$ cat config.mk
export PLATFORM = sky130hd
export DESIGN_NAME = sensor_conditioner_flat
export DESIGN_NICKNAME = d
export VERILOG_FILES = /design/src/rtl/sensor_conditioner_if.sv /design/src/rtl/sensor_conditioner.sv /design/src/flat_wrapper.sv
export SDC_FILE = /design/constraint.sdc
export NUM_CORES = 1
export LEC_CHECK = 0
export ABC_AREA = 1
export BUFFER_PORTS_ARGS = -buffer_cell sky130_fd_sc_hd__clkbuf_2
export CAP_MARGIN = 20
export CORE_MARGIN = 10
export CORE_UTILIZATION = 55
export CTS_CLUSTER_DIAMETER = 50
export DETAILED_ROUTE_END_ITERATION = 16
export GPL_TIMING_DRIVEN = 0
export PLACE_DENSITY = 0.79
export SLEW_MARGIN = 20
export SYNTH_ARGS = -nofsm -noshare
export SYNTH_HDL_FRONTEND = slang
export SYNTH_SLANG_ARGS = --single-unit
$ cat constraint.sdc
create_clock -name clk -period 3 [get_ports clk]
set_input_delay 0.45 -clock clk [delete_from_list [all_inputs] [get_ports clk]]
set_output_delay 0.45 -clock clk [all_outputs]
set_load 0.02 [all_outputs]
$ cat src/rtl/sensor_conditioner_if.sv
// Signal bundle between the raw sensor front end and the home controller.
// The slave side is the conditioner; the master side supplies raw samples and consumes the results.
interface sensor_conditioner_if;
  logic       raw_fd;
  logic       raw_rd;
  logic       raw_w;
  logic       raw_fa;
  logic [6:0] raw_temp;
  logic       temp_valid;
  logic       sfd;
  logic       srd;
  logic       sw;
  logic       sfa;
  logic [6:0] st;
  logic       st_ready;
  logic       sensor_fault;

  modport master (
    output raw_fd, raw_rd, raw_w, raw_fa, raw_temp, temp_valid,
    input  sfd, srd, sw, sfa, st, st_ready, sensor_fault
  );

  modport slave (
    input  raw_fd, raw_rd, raw_w, raw_fa, raw_temp, temp_valid,
    output sfd, srd, sw, sfa, st, st_ready, sensor_fault
  );
endinterface

$ cat src/rtl/sensor_conditioner.sv
// Conditions raw door/window/fire contacts (sync + debounce) and produces a
// 4-sample moving average of validated temperature samples with a sticky fault flag.
module sensor_conditioner #(
  parameter int         DB_CYCLES = 4,
  parameter int         FA_CYCLES = 2,
  parameter logic [6:0] ST_INIT   = 7'd25,
  parameter logic [6:0] TEMP_MAX  = 7'd100
) (
  input logic            clk,
  input logic            rst,
  sensor_conditioner_if.slave sif
);

  localparam int MAX_CYC = (DB_CYCLES > FA_CYCLES) ? DB_CYCLES : FA_CYCLES;
  localparam int CNT_W   = (MAX_CYC > 1) ? $clog2(MAX_CYC + 1) : 1;
  localparam logic [CNT_W-1:0] DB_LAST = CNT_W'(DB_CYCLES - 1);
  localparam logic [CNT_W-1:0] FA_LAST = CNT_W'(FA_CYCLES - 1);

  // Bit order: 0 front door, 1 rear door, 2 window, 3 fire.
  logic [3:0] raw_vec;
  logic [3:0] sync1_reg;
  logic [3:0] sync2_reg;
  logic [3:0] out_vec;

  assign raw_vec = {sif.raw_fa, sif.raw_w, sif.raw_rd, sif.raw_fd};

  always_ff @(posedge clk or posedge rst) begin
    if (rst) begin
      sync1_reg <= '0;
      sync2_reg <= '0;
    end else begin
      sync1_reg <= raw_vec;
      sync2_reg <= sync1_reg;
    end
  end

  genvar gi;
  generate
    for (gi = 0; gi < 4; gi++) begin : g_debounce
      localparam bit IS_FIRE = (gi == 3);

      logic             out_reg;
      logic             out_next;
      logic [CNT_W-1:0] cnt_reg;
      logic [CNT_W-1:0] cnt_next;
      logic [CNT_W-1:0] last_cnt;

      // The fire input asserts quickly but releases with the normal debounce length.
      always_comb begin
        last_cnt = DB_LAST;
        if (IS_FIRE && !out_reg) begin
          last_cnt = FA_LAST;
        end
        cnt_next = cnt_reg;
        out_next = out_reg;
        if (sync2_reg[gi] == out_reg) begin
          cnt_next = '0;
        end else if (cnt_reg == last_cnt) begin
          cnt_next = '0;
          out_next = ~out_reg;
        end else begin
          cnt_next = cnt_reg + CNT_W'(1);
        end
      end

      always_ff @(posedge clk or posedge rst) begin
        if (rst) begin
          out_reg <= 1'b0;
          cnt_reg <= '0;
        end else begin
          out_reg <= out_next;
          cnt_reg <= cnt_next;
        end
      end

      assign out_vec[gi] = out_reg;
    end
  endgenerate

  assign sif.sfd = out_vec[0];
  assign sif.srd = out_vec[1];
  assign sif.sw  = out_vec[2];
  assign sif.sfa = out_vec[3];

  logic [6:0] win_reg [4];
  logic [8:0] sum_reg;
  logic [8:0] sum_next;
  logic [1:0] fill_cnt_reg;
  logic       full_reg;
  logic       full_next;
  logic [6:0] st_reg;
  logic       ready_reg;
  logic       fault_reg;
  logic       accept;
  logic       reject;

  assign accept = sif.temp_valid && (sif.raw_temp <= TEMP_MAX);
  assign reject = sif.temp_valid && (sif.raw_temp > TEMP_MAX);

  // The oldest entry is still zero until the window fills, so the running sum
  // stays exact without a separate path for the fill phase.
  assign sum_next  = sum_reg + 9'(sif.raw_temp) - 9'(win_reg[3]);
  assign full_next = full_reg || (fill_cnt_reg == 2'd3);

  always_ff @(posedge clk or posedge rst) begin
    if (rst) begin
      for (int i = 0; i < 4; i++) begin
        win_reg[i] <= '0;
      end
    end else if (accept) begin
      win_reg[0] <= sif.raw_temp;
      for (int i = 1; i < 4; i++) begin
        win_reg[i] <= win_reg[i-1];
      end
    end
  end

  always_ff @(posedge clk or posedge rst) begin
    if (rst) begin
      sum_reg      <= '0;
      fill_cnt_reg <= '0;
      full_reg     <= 1'b0;
      st_reg       <= ST_INIT;
      ready_reg    <= 1'b0;
    end else if (accept) begin
      sum_reg <= sum_next;
      if (!full_reg) begin
        fill_cnt_reg <= fill_cnt_reg + 2'd1;
        full_reg     <= full_next;
      end
      if (full_next) begin
        st_reg    <= sum_next[8:2];
        ready_reg <= 1'b1;
      end
    end
  end

  always_ff @(posedge clk or posedge rst) begin
    if (rst) begin
      fault_reg <= 1'b0;
    end else if (reject) begin
      fault_reg <= 1'b1;
    end
  end

  assign sif.st           = st_reg;
  assign sif.st_ready     = ready_reg;
  assign sif.sensor_fault = fault_reg;

endmodule
$ cat src/flat_wrapper.sv
// flat-port wrapper written by rule: the top's interface ports become plain ports
module sensor_conditioner_flat 
#(
  parameter int         DB_CYCLES = 4,
  parameter int         FA_CYCLES = 2,
  parameter logic [6:0] ST_INIT   = 7'd25,
  parameter logic [6:0] TEMP_MAX  = 7'd100
)
  (clk, rst, sif_raw_fd, sif_raw_rd, sif_raw_w, sif_raw_fa, sif_raw_temp, sif_temp_valid, sif_sfd, sif_srd, sif_sw, sif_sfa, sif_st, sif_st_ready, sif_sensor_fault);
  sensor_conditioner_if sif_i ();
  input logic clk;
  input logic rst;
  input wire logic [$bits(sif_i.raw_fd)-1:0] sif_raw_fd;
  input wire logic [$bits(sif_i.raw_rd)-1:0] sif_raw_rd;
  input wire logic [$bits(sif_i.raw_w)-1:0] sif_raw_w;
  input wire logic [$bits(sif_i.raw_fa)-1:0] sif_raw_fa;
  input wire logic [$bits(sif_i.raw_temp)-1:0] sif_raw_temp;
  input wire logic [$bits(sif_i.temp_valid)-1:0] sif_temp_valid;
  output wire logic [$bits(sif_i.sfd)-1:0] sif_sfd;
  output wire logic [$bits(sif_i.srd)-1:0] sif_srd;
  output wire logic [$bits(sif_i.sw)-1:0] sif_sw;
  output wire logic [$bits(sif_i.sfa)-1:0] sif_sfa;
  output wire logic [$bits(sif_i.st)-1:0] sif_st;
  output wire logic [$bits(sif_i.st_ready)-1:0] sif_st_ready;
  output wire logic [$bits(sif_i.sensor_fault)-1:0] sif_sensor_fault;
  assign sif_i.raw_fd = sif_raw_fd;
  assign sif_i.raw_rd = sif_raw_rd;
  assign sif_i.raw_w = sif_raw_w;
  assign sif_i.raw_fa = sif_raw_fa;
  assign sif_i.raw_temp = sif_raw_temp;
  assign sif_i.temp_valid = sif_temp_valid;
  assign sif_sfd = sif_i.sfd;
  assign sif_srd = sif_i.srd;
  assign sif_sw = sif_i.sw;
  assign sif_sfa = sif_i.sfa;
  assign sif_st = sif_i.st;
  assign sif_st_ready = sif_i.st_ready;
  assign sif_sensor_fault = sif_i.sensor_fault;
  sensor_conditioner #(.DB_CYCLES(DB_CYCLES), .FA_CYCLES(FA_CYCLES), .ST_INIT(ST_INIT), .TEMP_MAX(TEMP_MAX)) u_core (.clk(clk), .rst(rst), .sif(sif_i));
endmodule
==> run summary <==
Status: finished, final reports clean
Post-Synthesis Cells: 369
Synthesized area: 3410 um2
# diodes: 0
Largest stage delay, worst path: 0.50 ns
GRT Util Overall: 0.137
TNS Setup: 0 ns
CTS tree: yes
Share of cells above drive strength 1: 0.165
Clock-pin slew on the worst setup and hold paths: 0.08 ns
Mux cell area share after synthesis: 0.00331
Worst setup SP type: flop
Setup CP Type: reg2reg
Adder-cell share of the synthesized area: 0.0926
Worst Hold Slack: 0.0697 ns
Utilization after layout: 0.641
Final #Nets: 442
Crit path arrival time: 2.41 ns
DRC Markers: 0
Root Buffer: clkbuf_8
Post-synthesis compound-gate area fraction: 0.0584
Syn avg cell area: 9.23 um2
Crit path buf inv count: 2
Number of global-route vias before repair: 2445
Skew-Pair Late Insertion Delay: 0.35 ns
Core Region: 5960 um2
Clock Skew: 0.0108 ns
Pwr/cell area: 966 nW/um2
Initial Utilization: 0.572
Mapped Nets: 404
Clk buf depth: 2
First drt pass iteration count: 4
Initial antenna violation count: 0
Hold Path Class: in2async
Worst reg2reg path startpoint: u_core.sum_reg[2]
Peak supply drop: 0.481 mV
PortBufs: 26
Slew Limit Fails: 0
YS warnings: 0
Most frequent CP cell: nand2_1
Fin. Hold Viols: 0
GPL Wtd Cong: 0.773
Slew @ Worst Pin: 0.398 ns
Simple-Gate Fraction of Synth Area: 0.194
Num ports: 27
Crit path from: u_core.sum_reg[2]
Row cnt: 28
Number of synthesized flops with an enable pin: 0
Leakage power figure: 0.00208 uW
Die area: 9740 um2
Main synth FF type: dfrtp_1
Final setup vio count: 0
RSZ-0062 raised after global routing: no
Largest net degree at the start of global routing: 45
Share of flip-flops with an asynchronous set or reset: 1.00
Number of flip-flops in the largest register: 28
CP top delay family: adder cells
Setup WS post-layout: 0.826 ns
Synthesized flop and latch total: 73
Synthesis-to-layout area growth: 12.0%
Cts hold-fix bufs: 0
Die X: 98.7 um
Commonest non-fill, non-tap cell in the layout: nand2_1
WL/cell: 12.7 um
Avg Vias per Cell: 4.92
Critical path cell sequence: inv_1 > fa_1 > inv_1 > ha_1 > or2_2 > nand3b_1 > nand2_1 > nand2_1 > nand2_1 > nand2_1 > nand2_1
Cts bufs inserted: 9
DRT iter0 DRCs: 64
H-tree depth: 3
Routed wire length: 6190 um
Fillers: 506
First-pass GRT wire length: 11000 um
Max Cap Viol: 0
Resize count post-CTS: 0
Tcrit/Tclk final: 0.725
Final min period: 2.17 ns
Height of the die: 98.7 um
# clock sinks: 73
Hpwl dp: 4610 um
Commonest non-fill, non-tap cells in the layout: nand2_1 (126), dfrtp_1 (70), inv_1 (61), clkbuf_2 (26), ha_1 (14)
Critical path required time: 3.24 ns
Xor-xnor portion of the synthesized cell area: 0.0257
Final ANT Viol Nets: 0
Largest family of logic cells by synthesized area: simple AND/OR/NAND/NOR gates
Fmax achieved: 0.460 GHz
Post-CTS Setup Bufs: 0
Slowest CP cell: fa_1
Post-place setup slack: 0.585 ns
Sequential fraction of the synthesis area: 0.537
Max FO, Critical Path: 3
Vias: 2391
CP Capture Type: flop
Max_slew headroom: 0.734
Global route total overflow: 0
Yosys cell types: 28
==> per-stage QoR <==
stage	cells	area (um2)	power, uW
3_5_place_dp	471	3650	3040
2_1_floorplan	369	3410	2640
4_1_cts	486	3810	3720
3_3_place_gp	470	3630	2950
6_report	486	3810	3690
5_1_grt	486	3810	4040
==> logic make-up (layout without fill, tap and decap cells) <==
logic type,count (synthesis),count (layout)
fa+ha+maj,21,21
simple gates,160,160
buf+inv,71,113
compound gates,33,33
flops,73,73
xor+xnor,10,10
mux,1,1
==> final cells by class <==
class | count | area (um2) | area share
flip-flops and latches | 73 | 1830 | 0.480
multi-input cells | 225 | 1270 | 0.334
inverters | 64 | 245 | 0.0643
repair buffers | 27 | 150 | 0.0394
clock buffers | 12 | 145 | 0.0380
well taps | 75 | 93.8 | 0.0246
plain buffers | 7 | 60.1 | 0.0157
clock inverters | 3 | 17.5 | 0.00459
==> synthesized netlist by cell type (2+ instances only) <==
master    instances  share of area
fa_1              7          0.041
o21ai_1          11          0.016
dfrtp_1          70           0.51
o21ai_0          11          0.016
inv_1            62          0.068
a21oi_1           2         0.0029
or2_2             2         0.0037
nor2_1           11          0.012
dfstp_2           3          0.023
ha_1             14          0.051
nand2_1         126           0.14
o21ai_2           8          0.021
nor3_1            6         0.0088
nand3_1           6         0.0088
buf_2             3         0.0044
xnor2_1           7          0.018
buf_6             4          0.013
nand3b_1          2         0.0044
xor2_1            3         0.0077
nor3b_1           3         0.0066
==> metal layers <==
layer  up-vias  share of wire  global-route usage
li1       1191              -                   -
met1      1148           0.45               0.161
met2        40           0.48               0.226
met3        12          0.053              0.0405
met4         0          0.020              0.0650
met5         -              0                   0
==> worst paths after layout <==
| kind | depth (start not counted) | to | slack (ns) |
|---|---|---|---|
| min in group clk | 1 | u_core.sync1_reg[0] | 0.20 |
| min reg2reg | 0 | u_core.sync2_reg[1] | 0.34 |
| min | 2 | u_core.sync1_reg[0] | 0.07 |
| max reg2reg | 11 | u_core.sum_reg[5] | 0.83 |
| max in group asynchronous | 3 | u_core.win_reg[20] | 2.38 |
| max | 11 | u_core.sum_reg[5] | 0.83 |
==> report_power, final <==
group / total [uW] / internal [uW] / switching [uW]
logic: 1640 / 633 / 1010
clock network: 660 / 316 / 344
registers: 1380 / 1250 / 136
Power figures use the tool's default switching activity.
